$ cat src/rtl/ifu_fetch_buffer_if.sv
// IFU bus bundle: instruction-memory request/return plus the IDU read port.
// Latency: none (wires only).
// Backpressure: none here; the IFU applies credit to imem requests, the IDU pops on demand.
interface ifu_fetch_buffer_if #(
  parameter int FIFO_IFU_WIDTH = 64,
  parameter int ADDR_WIDTH     = 16
);
  logic                      imem_rd_en;
  logic [ADDR_WIDTH-1:0]     imem_addr;
  logic [FIFO_IFU_WIDTH-1:0] imem_rd_data;
  logic                      imem_rd_vld;
  logic                      idu2ifu_rd_rqst;
  logic [FIFO_IFU_WIDTH-1:0] ifu2idu_rd_data;
  logic                      ifu2idu_rd_data_vld;
  logic                      ifu2idu_fifo_empty;

  // The fetch unit side
  modport master (
    output imem_rd_en, imem_addr,
    input  imem_rd_data, imem_rd_vld,
    input  idu2ifu_rd_rqst,
    output ifu2idu_rd_data, ifu2idu_rd_data_vld, ifu2idu_fifo_empty
  );

  // The memory / IDU side
  modport slave (
    input  imem_rd_en, imem_addr,
    output imem_rd_data, imem_rd_vld,
    output idu2ifu_rd_rqst,
    input  ifu2idu_rd_data, ifu2idu_rd_data_vld, ifu2idu_fifo_empty
  );
endinterface

$ cat src/rtl/ifu_fetch_buffer.sv
// Instruction fetch unit: streams num_words words from imem into a FIFO popped by the IDU.
// Latency: first imem request the cycle after an accepted start; IDU data one cycle after a pop.
// Backpressure: requests issue only while FIFO occupancy plus outstanding returns is below DEPTH.
module ifu_fetch_buffer #(
  parameter int FIFO_IFU_WIDTH = 64,
  parameter int ADDR_WIDTH     = 16,
  parameter int DEPTH          = 16,
  parameter int PTR_W          = 4
) (
  input  logic                  clk,
  input  logic                  rst,
  input  logic                  start_fetch,
  input  logic [ADDR_WIDTH-1:0] base_addr,
  input  logic [ADDR_WIDTH-1:0] num_words,
  ifu_fetch_buffer_if.master    bus,
  output logic [PTR_W:0]        fifo_count,
  output logic                  fetch_busy,
  output logic                  fetch_done,
  output logic                  fetch_err
);

  typedef enum logic [1:0] {IDLE, FETCH, DRAIN, DONE} state_t;

  localparam logic [ADDR_WIDTH-1:0] ADDR_ONE = ADDR_WIDTH'(1);
  localparam logic [PTR_W:0]        CNT_ONE  = (PTR_W+1)'(1);
  localparam logic [PTR_W-1:0]      PTR_ONE  = PTR_W'(1);
  localparam logic [PTR_W+1:0]      DEPTH_C  = (PTR_W+2)'(DEPTH);

  state_t                    state, state_nxt;
  logic [ADDR_WIDTH-1:0]     cur_addr, num_lat, issued, received;
  logic [PTR_W:0]            outstanding;
  logic [PTR_W-1:0]          wr_ptr, rd_ptr;
  logic [FIFO_IFU_WIDTH-1:0] mem [DEPTH];
  logic                      credit_ok, issue, ret_acc, pop;

  // Words in the FIFO plus words still in flight never exceed DEPTH, so a push always has room.
  assign credit_ok = ({1'b0, fifo_count} + {1'b0, outstanding}) < DEPTH_C;
  assign issue     = (state == FETCH) && (issued < num_lat) && credit_ok;
  assign ret_acc   = bus.imem_rd_vld && (outstanding != '0);
  assign pop       = bus.idu2ifu_rd_rqst && (fifo_count != '0);

  // State register
  always_ff @(posedge clk or negedge rst) begin
    if (!rst) state <= IDLE;
    else      state <= state_nxt;
  end

  // Next-state: leave FETCH on the last issue so no idle cycle is spent there
  always_comb begin
    state_nxt = state;
    case (state)
      IDLE:    if (start_fetch) state_nxt = (num_words == '0) ? DONE : FETCH;
      FETCH:   if (issue && ((issued + ADDR_ONE) == num_lat)) state_nxt = DRAIN;
      DRAIN:   if (received == num_lat) state_nxt = DONE;
      DONE:    state_nxt = IDLE;
      default: state_nxt = IDLE;
    endcase
  end

  // Outputs decoded from state and the current issue decision
  always_comb begin
    bus.imem_rd_en         = issue;
    bus.imem_addr          = issue ? cur_addr : '0;
    fetch_busy             = (state == FETCH) || (state == DRAIN);
    fetch_done             = (state == DONE);
    bus.ifu2idu_fifo_empty = (fifo_count == '0);
  end

  // Program registers: latch on accepted start, then advance per issue/return
  always_ff @(posedge clk or negedge rst) begin
    if (!rst) begin
      cur_addr <= '0;
      num_lat  <= '0;
      issued   <= '0;
      received <= '0;
    end else if ((state == IDLE) && start_fetch) begin
      cur_addr <= base_addr;
      num_lat  <= num_words;
      issued   <= '0;
      received <= '0;
    end else begin
      if (issue) begin
        cur_addr <= cur_addr + ADDR_ONE;
        issued   <= issued + ADDR_ONE;
      end
      if (ret_acc) received <= received + ADDR_ONE;
    end
  end

  // Outstanding request count and sticky error for unsolicited returns
  always_ff @(posedge clk or negedge rst) begin
    if (!rst) begin
      outstanding <= '0;
      fetch_err   <= 1'b0;
    end else begin
      if (issue && !ret_acc)      outstanding <= outstanding + CNT_ONE;
      else if (!issue && ret_acc) outstanding <= outstanding - CNT_ONE;
      if (bus.imem_rd_vld && (outstanding == '0)) fetch_err <= 1'b1;
    end
  end

  // FIFO pointers and occupancy
  always_ff @(posedge clk or negedge rst) begin
    if (!rst) begin
      wr_ptr     <= '0;
      rd_ptr     <= '0;
      fifo_count <= '0;
    end else begin
      if (ret_acc) wr_ptr <= wr_ptr + PTR_ONE;
      if (pop)     rd_ptr <= rd_ptr + PTR_ONE;
      if (ret_acc && !pop)      fifo_count <= fifo_count + CNT_ONE;
      else if (!ret_acc && pop) fifo_count <= fifo_count - CNT_ONE;
    end
  end

  // FIFO storage; contents need no reset
  always_ff @(posedge clk) begin
    if (ret_acc) mem[wr_ptr] <= bus.imem_rd_data;
  end

  // Registered IDU read data; on a same-cycle push the head slot is distinct from the tail
  always_ff @(posedge clk or negedge rst) begin
    if (!rst) begin
      bus.ifu2idu_rd_data     <= '0;
      bus.ifu2idu_rd_data_vld <= 1'b0;
    end else begin
      bus.ifu2idu_rd_data_vld <= pop;
      if (pop) bus.ifu2idu_rd_data <= mem[rd_ptr];
    end
  end

endmodule
$ cat src/flat_wrapper.sv
// flat-port wrapper written by rule: the top's interface ports become plain ports
module ifu_fetch_buffer_flat 
#(
  parameter int FIFO_IFU_WIDTH = 64,
  parameter int ADDR_WIDTH     = 16,
  parameter int DEPTH          = 16,
  parameter int PTR_W          = 4
)
  (clk, rst, start_fetch, base_addr, num_words, fifo_count, fetch_busy, fetch_done, fetch_err, bus_imem_rd_en, bus_imem_addr, bus_imem_rd_data, bus_imem_rd_vld, bus_idu2ifu_rd_rqst, bus_ifu2idu_rd_data, bus_ifu2idu_rd_data_vld, bus_ifu2idu_fifo_empty);
  ifu_fetch_buffer_if #(.FIFO_IFU_WIDTH(FIFO_IFU_WIDTH), .ADDR_WIDTH(ADDR_WIDTH)) bus_i ();
  input  logic clk;
  input  logic rst;
  input  logic start_fetch;
  input  logic [ADDR_WIDTH-1:0] base_addr;
  input  logic [ADDR_WIDTH-1:0] num_words;
  output logic [PTR_W:0] fifo_count;
  output logic fetch_busy;
  output logic fetch_done;
  output logic fetch_err;
  output wire logic [$bits(bus_i.imem_rd_en)-1:0] bus_imem_rd_en;
  output wire logic [$bits(bus_i.imem_addr)-1:0] bus_imem_addr;
  input wire logic [$bits(bus_i.imem_rd_data)-1:0] bus_imem_rd_data;
  input wire logic [$bits(bus_i.imem_rd_vld)-1:0] bus_imem_rd_vld;
  input wire logic [$bits(bus_i.idu2ifu_rd_rqst)-1:0] bus_idu2ifu_rd_rqst;
  output wire logic [$bits(bus_i.ifu2idu_rd_data)-1:0] bus_ifu2idu_rd_data;
  output wire logic [$bits(bus_i.ifu2idu_rd_data_vld)-1:0] bus_ifu2idu_rd_data_vld;
  output wire logic [$bits(bus_i.ifu2idu_fifo_empty)-1:0] bus_ifu2idu_fifo_empty;
  assign bus_imem_rd_en = bus_i.imem_rd_en;
  assign bus_imem_addr = bus_i.imem_addr;
  assign bus_i.imem_rd_data = bus_imem_rd_data;
  assign bus_i.imem_rd_vld = bus_imem_rd_vld;
  assign bus_i.idu2ifu_rd_rqst = bus_idu2ifu_rd_rqst;
  assign bus_ifu2idu_rd_data = bus_i.ifu2idu_rd_data;
  assign bus_ifu2idu_rd_data_vld = bus_i.ifu2idu_rd_data_vld;
  assign bus_ifu2idu_fifo_empty = bus_i.ifu2idu_fifo_empty;
  ifu_fetch_buffer #(.FIFO_IFU_WIDTH(FIFO_IFU_WIDTH), .ADDR_WIDTH(ADDR_WIDTH), .DEPTH(DEPTH), .PTR_W(PTR_W)) u_core (.clk(clk), .rst(rst), .start_fetch(start_fetch), .base_addr(base_addr), .num_words(num_words), .bus(bus_i), .fifo_count(fifo_count), .fetch_busy(fetch_busy), .fetch_done(fetch_done), .fetch_err(fetch_err));
endmodule
$ cat config.mk
export PLATFORM = sky130hd
export DESIGN_NAME = ifu_fetch_buffer_flat
export DESIGN_NICKNAME = d
export VERILOG_FILES = /design/src/rtl/ifu_fetch_buffer_if.sv /design/src/rtl/ifu_fetch_buffer.sv /design/src/flat_wrapper.sv
export SDC_FILE = /design/constraint.sdc
export NUM_CORES = 1
export LEC_CHECK = 0
export BUFFER_PORTS_ARGS = -buffer_cell sky130_fd_sc_hd__buf_2
export CORE_MARGIN = 4
export CORE_UTILIZATION = 61
export DETAILED_ROUTE_END_ITERATION = 8
export GPL_TIMING_DRIVEN = 0
export PLACE_DENSITY_LB_ADDON = 0.12
export SLEW_MARGIN = 20
export SYNTH_ARGS = -nofsm -noshare
export SYNTH_HDL_FRONTEND = slang
export SYNTH_SLANG_ARGS = --single-unit
$ cat constraint.sdc
create_clock -name clk -period 4.75 [get_ports clk]
set_clock_uncertainty 0.1 [all_clocks]
set_input_delay 0.475 -clock clk [delete_from_list [all_inputs] [get_ports clk]]
set_output_delay 0.475 -clock clk [all_outputs]
set_load 0.005 [all_outputs]
==> results.md <==
* Status: completed
* Clock tree sinks at 1174
* Area delta synth->final at 15.0%
* R2R cell count at 12
* Synth async-reset ratio at 0.128
* Syn_area_per_cell at 18.6 sq um
* Max cap viols at 0
* Fin crit period at 4.60 ns
* GRT Total Usage at 0.280
* Final WL at 112 mm
* Hold Path Stages at 1
* Power Total at 32.0 mW
* Prevailing post-synth register cell: edfxtp_1
* Initial DRT Pass Iterations at 6
* Syn Nets at 2641
* Least-Margin Pin Slew at 1.07 ns
* Critical Path Stages at 12
* Die width at 284 um
* TritonCTS clock tree: done
* Post-Syn Instances at 2497
* Die height at 284 um
* Initial drt markers at 2578
* Total Nets Final at 3007
* Max Root-Sink Buffers at 3
* Fmax at 218 MHz
* Worst path cell trace: or4_1, o21ai_2, clkbuf_2, clkbuf_1, ha_1, inv_1, fa_1, a21o_1, a21oi_1, xnor2_1, nor2_1, xor2_1
* Routed vias at 24941
* Root buf cell: clkbuf_16
* Largest net degree at the start of global routing at 77
* P_int at 22.0 mW
* RSZ-0062 raised after global routing: false
* Grt ovf at 0
* WL/cell at 28.5 um
* Initial Util at 0.621
* Largest area contributor in the netlist: edfxtp_1
* HPWL Detailed at 67.3 mm
* H-Tree Depth at 3
* Min-delay worst type: primary input to register
* Vias/cell at 6.34
* Routability cong. at 0.851
* Endpoints failing hold at 0
* DRC violations left at 0
* # port buffers at 191
* Power Dens Cells at 599 nW/um^2
* Lkg Pwr at 18.7 nW
* # setup viols final at 0
* Clk slew on worst S/H paths at 0.06 ns
* Post-synth EDFFs at 1024
* CP endpoint kind: register
* IO Pins at 192
* Synthesized cell area at 46500 sq um
* Pins over their slew limit at 0
* Switching part of the total at 0.313
* Clock power share at 0.282
* Antenna violations before repair at 12
* Worst VDD drop at 0.396 mV
* Ys Warns at 0
* Critical Setup Path Class: register to register
* Bufs and invs on worst path at 3
* Worst-path fanout max at 10
* Relative slew slack at 0.287
* CP Launch Type: register
* Post-synth cell types at 46
* Layout cell share with drive strength beyond 1 at 0.242
* # Post-CTS Setup Buffers at 0
* Worst stage delay on the critical path at 0.73 ns
* Seq/Total Area, Yosys at 0.742
* First-pass GRT wire length at 167 mm
* Net switching power at 10.0 mW
* Setup total negative slack at 0 ns
* Sequential Power Share at 0.417
* Combinational power share at 0.302
* Clk Latency, worst-skew pair at 0.69 ns
* Vias in the first global route at 25839
* Remaining antenna violation count at 0
* Worst path arrival time at 5.05 ns
* Slowest cell on the critical path: clkbuf_1
* FP Rows at 100
* Core outline area at 74900 sq um
* Die area at 80700 sq um
* Crit-path leading delay family: buffers and inverters
* Post-synthesis sequential element count at 1174
* Area share of the largest cell type after synthesis at 0.661
* Fin crit share at 0.968
* CTS Buf Count at 112
* Largest cells by area after synthesis: edfxtp_1 (66%), mux4_2 (11%), dfrtp_1 (8.1%)
* CP required at 5.20 ns
## cells by family (layout without fill, tap and decap cells)
group | Yosys count | count (layout) | share of synthesized area
simple gates | 418 | 418 | 0.0405
mux | 392 | 392 | 0.144
fa+ha+maj | 43 | 43 | 0.0119
buf+inv | 158 | 621 | 0.0141
compound gates | 217 | 217 | 0.0299
flops | 1174 | 1174 | 0.742
other cells | 0 | 8 | 0
xor+xnor | 95 | 95 | 0.0179
## sequential cells by signal, indices dropped and copies added (netlist names)
signal and cells:
u_core.state 2, u_core.wr_ptr 4, u_core.num_lat 16, u_core.rd_ptr 4, u_core.bus.ifu2idu_rd_data 64, u_core.fifo_count 5
u_core.mem 1024, u_core.bus.ifu2idu_rd_data_vld 1, u_core.cur_addr 16, u_core.issued 16, u_core.outstanding 5, u_core.fetch_err 1
u_core.received 16
## synthesized netlist by cell type, types with 32 or more instances
master	number
mux4_2	218
nor2_1	116
o21ai_0	110
xor2_1	58
mux2i_1	141
ha_1	41
o221ai_1	68
nand2_1	184
buf_2	39
xnor2_1	37
mux2_2	32
dfrtp_1	150
clkbuf_1	79
edfxtp_1	1024
## through the flow
step | cell area (sq um) | instances | utilization | hold WS [ns] | setup WS [ns]
after CTS | 53400 | 3928 | 0.713 | 0.0113 | 0.126
final | 53500 | 3937 | 0.713 | 0.0502 | 0.153
after detailed placement | 49300 | 3683 | 0.658 | 0.353 | -0.413
after global routing | 53500 | 3930 | 0.713 | 0.0349 | 0.0547
after global placement | 48700 | 3657 | 0.650 | 0.356 | -0.730
after floorplan | 46500 | 2497 | - | 0.0794 | 1.22
## layer usage
| layer | vias to the layer above | wire (um) | track usage |
|---|---|---|---|
| met2 | 1016 | 57800 | 0.486 |
| met1 | 13038 | 43300 | 0.373 |
| met4 | 8 | 2880 | 0.0680 |
| met5 | - | 61 | 0 |
| met3 | 212 | 8050 | 0.0518 |
| li1 | 10667 | - | - |
## final cells by class
class                      instances  area (sq um)
sequential                      1174         34500
fill                            4558         21500
multi-input combinational       1165         11400
clock buffer                     150          3050
timing repair buffer             252          1920
tap                              969          1210
clock inverter                    61           696
buffer                           128           556
inverter                          30           113
antenna                            8          20.0
## path summary, 6_finish.rpt
kind | startpoint | to | slack (ns)
setup / recovery | u_core.fifo_count[1]$_DFFE_PN0P_ | u_core.fifo_count[4]$_DFFE_PN0P_ | 0.15
hold / removal | bus_imem_rd_data[24] | u_core.mem[10][24]$_DFFE_PP_ | 0.05
setup reg to reg | u_core.fifo_count[1]$_DFFE_PN0P_ | u_core.fifo_count[4]$_DFFE_PN0P_ | 0.15
hold reg to reg | u_core.fetch_err$_DFFE_PN0P_ | u_core.fetch_err$_DFFE_PN0P_ | 0.36
max in group asynchronous | rst | u_core.bus.ifu2idu_rd_data[17]$_DFFE_PN0P_ | 3.34
min in group asynchronous | rst | u_core.cur_addr[14]$_DFFE_PN0P_ | 0.27
## power groups by stage
stage / clock (mW) / sequential, mW / combinational (mW)
floorplan: 0 / 13.4 / 6.23
global placement: 0 / 13.6 / 9.18
detailed placement: 0 / 13.5 / 9.63
CTS: 9.12 / 13.3 / 9.74
global route: 9.60 / 13.4 / 10.4
finish: 9.02 / 13.3 / 9.66
## repair_timing
item,4_1_cts,5_1_grt
setup endpoints to repair,3,1
gates resized for setup,2,2
pin swaps,0,0
hold buffers,34,0
hold endpoints to repair,107,0
## cell usage in the layout, fill, tap and decap left out, types with 7 or more instances in the layout
cell type and instances:
dfrtp_1 150, buf_16 10, clkbuf_1 102, o221ai_1 68, nor3_1 9, clkbuf_2 8
xnor2_1 37, ha_1 41, mux2_2 32, dlygate4sd3_1 34, clkbuf_16 112, nand4_1 21
and2_1 18, xor2_1 58, a21oi_1 19, clkbuf_8 10, mux2i_1 141, mux4_2 218
buf_2 230, nor4_1 12, diode_2 8, buf_12 16, bufinv_16 13, nor2_1 116
nand3_1 16, and3_1 7, clkinv_2 21, edfxtp_1 1024, inv_1 29, nand2_1 184
o21ai_0 109, clkinvlp_4 7, and2_4 8, clkinv_1 12
(Power assumes the default switching activity.)
